`src/rtl/mb_pkg.sv`:
```
// mb_pkg: shared function codes, exception codes and FSM state type for the exception engine
package mb_pkg;

   localparam logic [7:0] FC_RD_HOLD   = 8'h03;
   localparam logic [7:0] FC_RD_INPUT  = 8'h04;
   localparam logic [7:0] FC_WR_SINGLE = 8'h06;

   localparam logic [7:0] EXC_OK       = 8'h00;
   localparam logic [7:0] EXC_ILL_FUNC = 8'h01;
   localparam logic [7:0] EXC_ILL_ADDR = 8'h02;
   localparam logic [7:0] EXC_ILL_VAL  = 8'h03;

   typedef enum logic [1:0] {
      IDLE,
      WAIT_CRC,
      CHECK,
      RESP
   } state_t;

endpackage

```
`src/rtl/mb_sat_counter.sv`:
```
// mb_sat_counter: event counter that sticks at all-ones instead of wrapping
module mb_sat_counter #(
   parameter int unsigned W = 16
) (
   input  logic         clk_in,
   input  logic         rst_n_in,
   input  logic         inc,
   input  logic         clr,
   output logic [W-1:0] count
);

   logic [W-1:0] r_count;

   assign count = r_count;

   // count up on inc, hold once saturated
   always_ff @(posedge clk_in or negedge rst_n_in) begin
      if (!rst_n_in)
         r_count <= '0;
      else if (clr)
         r_count <= '0;
      else if (inc && (r_count != '1))
         r_count <= r_count + 1'b1;
   end

endmodule

```
`src/rtl/mb_exception_engine.sv`:
```
// mb_exception_engine: checks CRC and frame fields of a received request and produces the exception code
module mb_exception_engine
   import mb_pkg::*;
#(
   parameter logic [15:0] HOLD_BASE  = 16'h0001,
   parameter int unsigned HOLD_NUM   = 1,
   parameter logic [15:0] INPUT_BASE = 16'h0000,
   parameter int unsigned INPUT_NUM  = 5,
   parameter int unsigned MAX_QTY    = 125,
   parameter logic [15:0] WR_MAX     = 16'h0018,
   parameter int unsigned CRC_TMO    = 64,
   parameter int unsigned CNT_W      = 16
) (
   input  logic             clk_in,
   input  logic             rst_n_in,
   input  logic             rx_message_done,
   input  logic [7:0]       func_code,
   input  logic [15:0]      addr,
   input  logic [15:0]      data,
   input  logic [15:0]      crc_rx_code,
   input  logic             crc_done,
   input  logic [15:0]      crc_rx_calc,
   input  logic             resp_ready,
   output logic             exception_done,
   output logic [7:0]       exception,
   output logic             crc_error,
   output logic             timeout_error,
   output logic [CNT_W-1:0] exc_count,
   output logic [CNT_W-1:0] crc_err_count
);

   localparam int unsigned TW = $clog2(CRC_TMO + 1);

   state_t        r_state, w_next;
   logic [7:0]    r_fc;
   logic [15:0]   r_addr, r_data, r_crc_code, r_crc_calc;
   logic [TW-1:0] r_timer;
   logic [7:0]    r_exc, w_class;
   logic          r_crc_err, r_tmo;
   logic          w_capture, w_crc_take, w_timeout, w_accept;
   logic          w_crc_ok, w_check_good, w_check_bad;
   logic          w_rd;
   logic [15:0]   w_rd_base;
   logic [16:0]   w_end, w_rd_lim, w_hold_hi;

   assign w_crc_ok       = (r_crc_calc == r_crc_code);
   assign w_check_good   = (r_state == CHECK) && w_crc_ok;
   assign w_check_bad    = (r_state == CHECK) && !w_crc_ok;
   assign exception_done = (r_state == RESP);
   assign exception      = r_exc;
   assign crc_error      = r_crc_err;
   assign timeout_error  = r_tmo;

   // state register
   always_ff @(posedge clk_in or negedge rst_n_in) begin
      if (!rst_n_in)
         r_state <= IDLE;
      else
         r_state <= w_next;
   end

   // next state plus capture, timeout and acceptance strobes
   always_comb begin
      w_next     = r_state;
      w_capture  = 1'b0;
      w_crc_take = 1'b0;
      w_timeout  = 1'b0;
      w_accept   = 1'b0;
      case (r_state)
         IDLE: begin
            if (rx_message_done) begin
               w_capture  = 1'b1;
               w_crc_take = crc_done;
               w_next     = crc_done ? CHECK : WAIT_CRC;
            end
         end
         WAIT_CRC: begin
            if (crc_done) begin
               w_crc_take = 1'b1;
               w_next     = CHECK;
            end else if (r_timer == TW'(CRC_TMO - 1)) begin
               w_timeout = 1'b1;
               w_next    = IDLE;
            end
         end
         CHECK: w_next = w_crc_ok ? RESP : IDLE;
         RESP: begin
            if (resp_ready) begin
               w_accept = 1'b1;
               w_next   = IDLE;
            end
         end
         default: w_next = IDLE;
      endcase
   end

   // classify the latched request; range sums are 17 bits so addr+data cannot wrap
   always_comb begin
      w_rd      = (r_fc == FC_RD_HOLD) || (r_fc == FC_RD_INPUT);
      w_rd_base = (r_fc == FC_RD_HOLD) ? HOLD_BASE : INPUT_BASE;
      w_rd_lim  = {1'b0, w_rd_base} + ((r_fc == FC_RD_HOLD) ? 17'(HOLD_NUM) : 17'(INPUT_NUM));
      w_end     = {1'b0, r_addr} + {1'b0, r_data};
      w_hold_hi = {1'b0, HOLD_BASE} + 17'(HOLD_NUM);
      w_class   = w_rd ?
                     (((r_data == 16'h0000) || (r_data > 16'(MAX_QTY))) ? EXC_ILL_VAL :
                      ((r_addr < w_rd_base) || (w_end > w_rd_lim))      ? EXC_ILL_ADDR : EXC_OK) :
                  (r_fc == FC_WR_SINGLE) ?
                     (((r_addr < HOLD_BASE) || ({1'b0, r_addr} >= w_hold_hi)) ? EXC_ILL_ADDR :
                      (r_data > WR_MAX)                                      ? EXC_ILL_VAL  : EXC_OK) :
                  EXC_ILL_FUNC;
   end

   // frame latches, CRC wait timer, result register and error pulses
   always_ff @(posedge clk_in or negedge rst_n_in) begin
      if (!rst_n_in) begin
         r_fc       <= '0;
         r_addr     <= '0;
         r_data     <= '0;
         r_crc_code <= '0;
         r_crc_calc <= '0;
         r_timer    <= '0;
         r_exc      <= EXC_OK;
         r_crc_err  <= 1'b0;
         r_tmo      <= 1'b0;
      end else begin
         if (w_capture) begin
            r_fc       <= func_code;
            r_addr     <= addr;
            r_data     <= data;
            r_crc_code <= crc_rx_code;
         end
         if (w_crc_take)
            r_crc_calc <= crc_rx_calc;
         r_timer   <= (r_state == WAIT_CRC) ? r_timer + 1'b1 : '0;
         r_exc     <= w_check_good ? w_class : w_accept ? EXC_OK : r_exc;
         r_crc_err <= w_check_bad;
         r_tmo     <= w_timeout;
      end
   end

   mb_sat_counter #(.W(CNT_W)) u_exc_cnt (
      .clk_in   (clk_in),
      .rst_n_in (rst_n_in),
      .inc      (w_accept && (r_exc != EXC_OK)),
      .clr      (1'b0),
      .count    (exc_count)
   );

   mb_sat_counter #(.W(CNT_W)) u_crc_cnt (
      .clk_in   (clk_in),
      .rst_n_in (rst_n_in),
      .inc      (w_check_bad),
      .clr      (1'b0),
      .count    (crc_err_count)
   );

endmodule

```
`config.mk`:
```
export PLATFORM = sky130hd
export DESIGN_NAME = mb_exception_engine
export DESIGN_NICKNAME = d
export VERILOG_FILES = /design/src/rtl/mb_pkg.sv /design/src/rtl/mb_sat_counter.sv /design/src/rtl/mb_exception_engine.sv
export SDC_FILE = /design/constraint.sdc
export NUM_CORES = 1
export LEC_CHECK = 0
export ABC_AREA = 1
export CORE_MARGIN = 2
export CORE_UTILIZATION = 55
export DETAILED_ROUTE_END_ITERATION = 8
export PLACE_DENSITY = 0.83
export SYNTH_ARGS = -nofsm -noshare
export SYNTH_HDL_FRONTEND = slang
export SYNTH_SLANG_ARGS = --single-unit
```
`constraint.sdc`:
```
create_clock -name clk_in -period 5.55 [get_ports clk_in]
set_clock_uncertainty 0.05 [all_clocks]
set_input_delay 1.11 -clock clk_in [delete_from_list [all_inputs] [get_ports clk_in]]
set_output_delay 1.11 -clock clk_in [all_outputs]
set_load 0.02 [all_outputs]
```
==> reports/metrics.cfg <==
[timing]
setup_slack_ps = 2730
fmax_ghz = 0.355
slew_violations = 0
slew_headroom_pct = 37.0
setup_viol = 0
fin_crit_ps = 2820
worst_slew_pin_slew_ps = 946
setup-tns-final_ps = 0
rsz0062_at_grt = false
finalCritPeriodShare_pct = 50.8
hold_viol_final = 0

[synth]
synth_compound_area_share_pct = 3.37
synth_area_leader_cell = dfrtp_1
synth_top_area_share_pct = 44.3
synthCells = 749
ys.flop_type = dfrtp_1
synth_top_family_by_area = simple AND/OR/NAND/NOR gates
synth-seq-area-share_pct = 44.3
netlist_area_mm2 = 0.00661
synth_area_leaders = dfrtp_1 44%, mux2_2 11%, nand2_1 9.8%
ys_types = 42
synthTopCellsByCount = 173 x nand2_1, 117 x dfrtp_1, 86 x nor2_1
synth_fa_ha_area_share_pct = 4.46
synth-simple-area-share_pct = 23.9
yosys_warnings = 0
muxShareOfSynthArea_pct = 11.4
synth_xor_area_share_pct = 6.09
avgSynthCellArea_um2 = 8.83
synth_most_common_cell = nand2_1
synth_edf_count = 0
synth_seq_cells = 117
synthArstFlopShare_pct = 100

[cells_and_area]
nets = 973
fillers = 873
drive_gt1_share_pct = 14.2
area_delta_synth_final_pct = 27.9
n_antenna_cell = 0

[clock_network]
cts_root_buffer = clkbuf_16
cts_hold_buf = 0
clk_latency_ps = 410
cts.sinks = 117
cts_tree = done
numCtsBuffers = 17
cts_setup_buffers = 0
cts_buffer_depth = 2
postCtsResizedCells = 0
clk_pin_slew_ps = 50
htreeDepth = 4

[global_route]
busiest_layer = met2
antenna_found_initial = 0
grtUsageMet1_pct = 27.5
track_usage_pct = 22.6
grt_max_degree = 77
met3_usage_pct = 6.91
met2_usage_pct = 37.8
grt_pass1_wl_um = 23200
grt_pass1_vias = 5197
grt_overflow = 0

[power_and_ir_drop]
combinationalPowerShare_pct = 45.0
cellInternalPower_mw = 2.83
clkPwrFrac_pct = 23.5
power_leakage_nw = 3.97
max-vdd-ir-drop_v = 0.000343
p_switching_mw = 1.81
powerDensity_mw_per_mm2 = 549
p_seq_share_pct = 31.5
p_sw_share_pct = 39.0

[critical_path]
critical_path_arrival_ps = 1660
worstPathRequired_ps = 4390
worstPathMaxFanout = 7
worst-setup-path-type = register to primary output
end_kind = primary output
cp-start-kind = register

[route]
antenna_left = 0
finalWirelength_um = 13800
drc = 0
drt_iter0_drc = 213
vias = 5218
wire_per_inst_um = 13.4
drt-pass1-iter-count = 4
post_drt_via_cell_ratio = 5.06

[job]
drv_cap = 0

[floorplan]
initial_utilization_pct = 55.8
num_io_pins = 120
rows = 40
die_h_um = 114
core-area_mm2 = 0.0119
fp.dieArea_mm2 = 0.0129
die_x_um = 114

[placement]
dpl.hpwl_um = 10300
globalplace.congestion = 0.877
numPortBuffers = 113
place_ws_ps = 2340

[outcome]
status = finished, final reports clean

[worst_hold_path]
hp-class = register to register

## per-layer routing
layer  routed length, um  share of wire (%)  vias up
met5                   0                  0        -
met4                 311                2.3        0
met3                 683                4.9       29
met2                6640                 48      112
met1                6170                 45     2423
li1                    -                  -     2654
## layout make-up
type | count | area, um2 | share of cell area (%)
well taps | 147 | 184 | 2.17
flip-flops and latches | 117 | 2930 | 34.6
inverters | 87 | 329 | 3.89
clock inverters | 8 | 125 | 1.48
multi-input cells | 535 | 3280 | 38.8
clock buffers | 23 | 468 | 5.53
repair buffers | 115 | 1140 | 13.5
## stage by stage
step / cells / hold WS [ps] / total power, mW / utilization, % / area, um2
2_1_floorplan: 754 / 381 / 3.02 / - / 6630
3_3_place_gp: 1001 / 401 / 3.47 / 66.3 / 7870
3_5_place_dp: 1001 / 416 / 3.54 / 66.3 / 7870
4_1_cts: 1032 / 428 / 4.66 / 71.3 / 8460
5_1_grt: 1032 / 443 / 5.03 / 71.3 / 8460
6_report: 1032 / 421 / 4.64 / 71.3 / 8460
## sequential cells by signal (all words and copies together) (netlist names), 2 cells and up
| name | count |
|---|---|
| u_exc_cnt.count | 16 |
| r_addr | 16 |
| r_crc_code | 16 |
| exception | 2 |
| r_timer | 7 |
| r_fc | 8 |
| r_crc_calc | 16 |
| r_data | 16 |
| r_state | 2 |
| u_crc_cnt.count | 16 |
## path summary, 6_finish.rpt
kind / depth (start not counted) / slack (ps) / end / from
hold / removal: 1 / 420 / r_timer[0]$_DFF_PN0_ / r_timer[0]$_DFF_PN0_
setup / recovery: 3 / 2730 / exception_done / r_state[1]$_DFFE_PN0P_
setup reg to reg: 17 / 2910 / exception[1]$_DFFE_PN0P_ / r_addr[0]$_DFFE_PN0P_
hold reg to reg: 1 / 420 / r_timer[0]$_DFF_PN0_ / r_timer[0]$_DFF_PN0_
min in group asynchronous: 1 / 800 / u_exc_cnt.count[2]$_DFFE_PN0P_ / rst_n_in
max in group asynchronous: 2 / 3570 / r_crc_code[7]$_DFFE_PN0P_ / rst_n_in
## kinds of logic (layout without fill, tap and decap cells)
| family | count (synthesis) | in the layout |
|---|---|---|
| other | 1 | 6 |
| buffers and inverters | 102 | 233 |
| XOR/XNOR | 46 | 46 |
| AO/OA/AOI/OAI | 42 | 42 |
| AND/OR/NAND/NOR | 351 | 351 |
| flip-flops | 117 | 117 |
| multiplexers | 67 | 67 |
| adder cells (fa/ha/maj) | 23 | 23 |
## worst max-delay path: stages, from the launching register on
cell and delay [ps]:
dfrtp_1 460, nand2_2 100, inv_2 70, clkdlybuf4s50_1 620
## cells in the final DEF, fill, tap and decap left out, types with 2 or more instances in the layout
cell type        instances
conb_1                   6
a21oi_1                 21
nor2_2                   5
o21ai_0                 11
mux2_2                  67
nor3_2                   2
clkinvlp_4               4
inv_2                    4
clkdlybuf4s50_1        112
o21ai_1                  5
xor2_1                  27
clkbuf_8                 2
clkbuf_1                 4
buf_4                    3
xnor2_1                 19
clkbuf_16               17
ha_1                    22
nand3b_1                 4
or2_1                    3
dfrtp_1                117
nand2_1                172
nand4_1                 12
nor2_4                   2
nand3_1                 35
inv_1                   82
bufinv_16                3
nand2_2                  4
nor3_1                  16
nor2_1                  86
nand2_4                  2
## power groups by stage
stage          logic [mW]  registers (mW)  clock network [mW]
2_1_floorplan        1.60            1.43                   0
3_3_place_gp         2.02            1.45                   0
3_5_place_dp         2.07            1.47                   0
4_1_cts              2.10            1.46                1.11
5_1_grt              2.39            1.50                1.15
6_report             2.09            1.46                1.09
(Power assumes the default switching activity.)
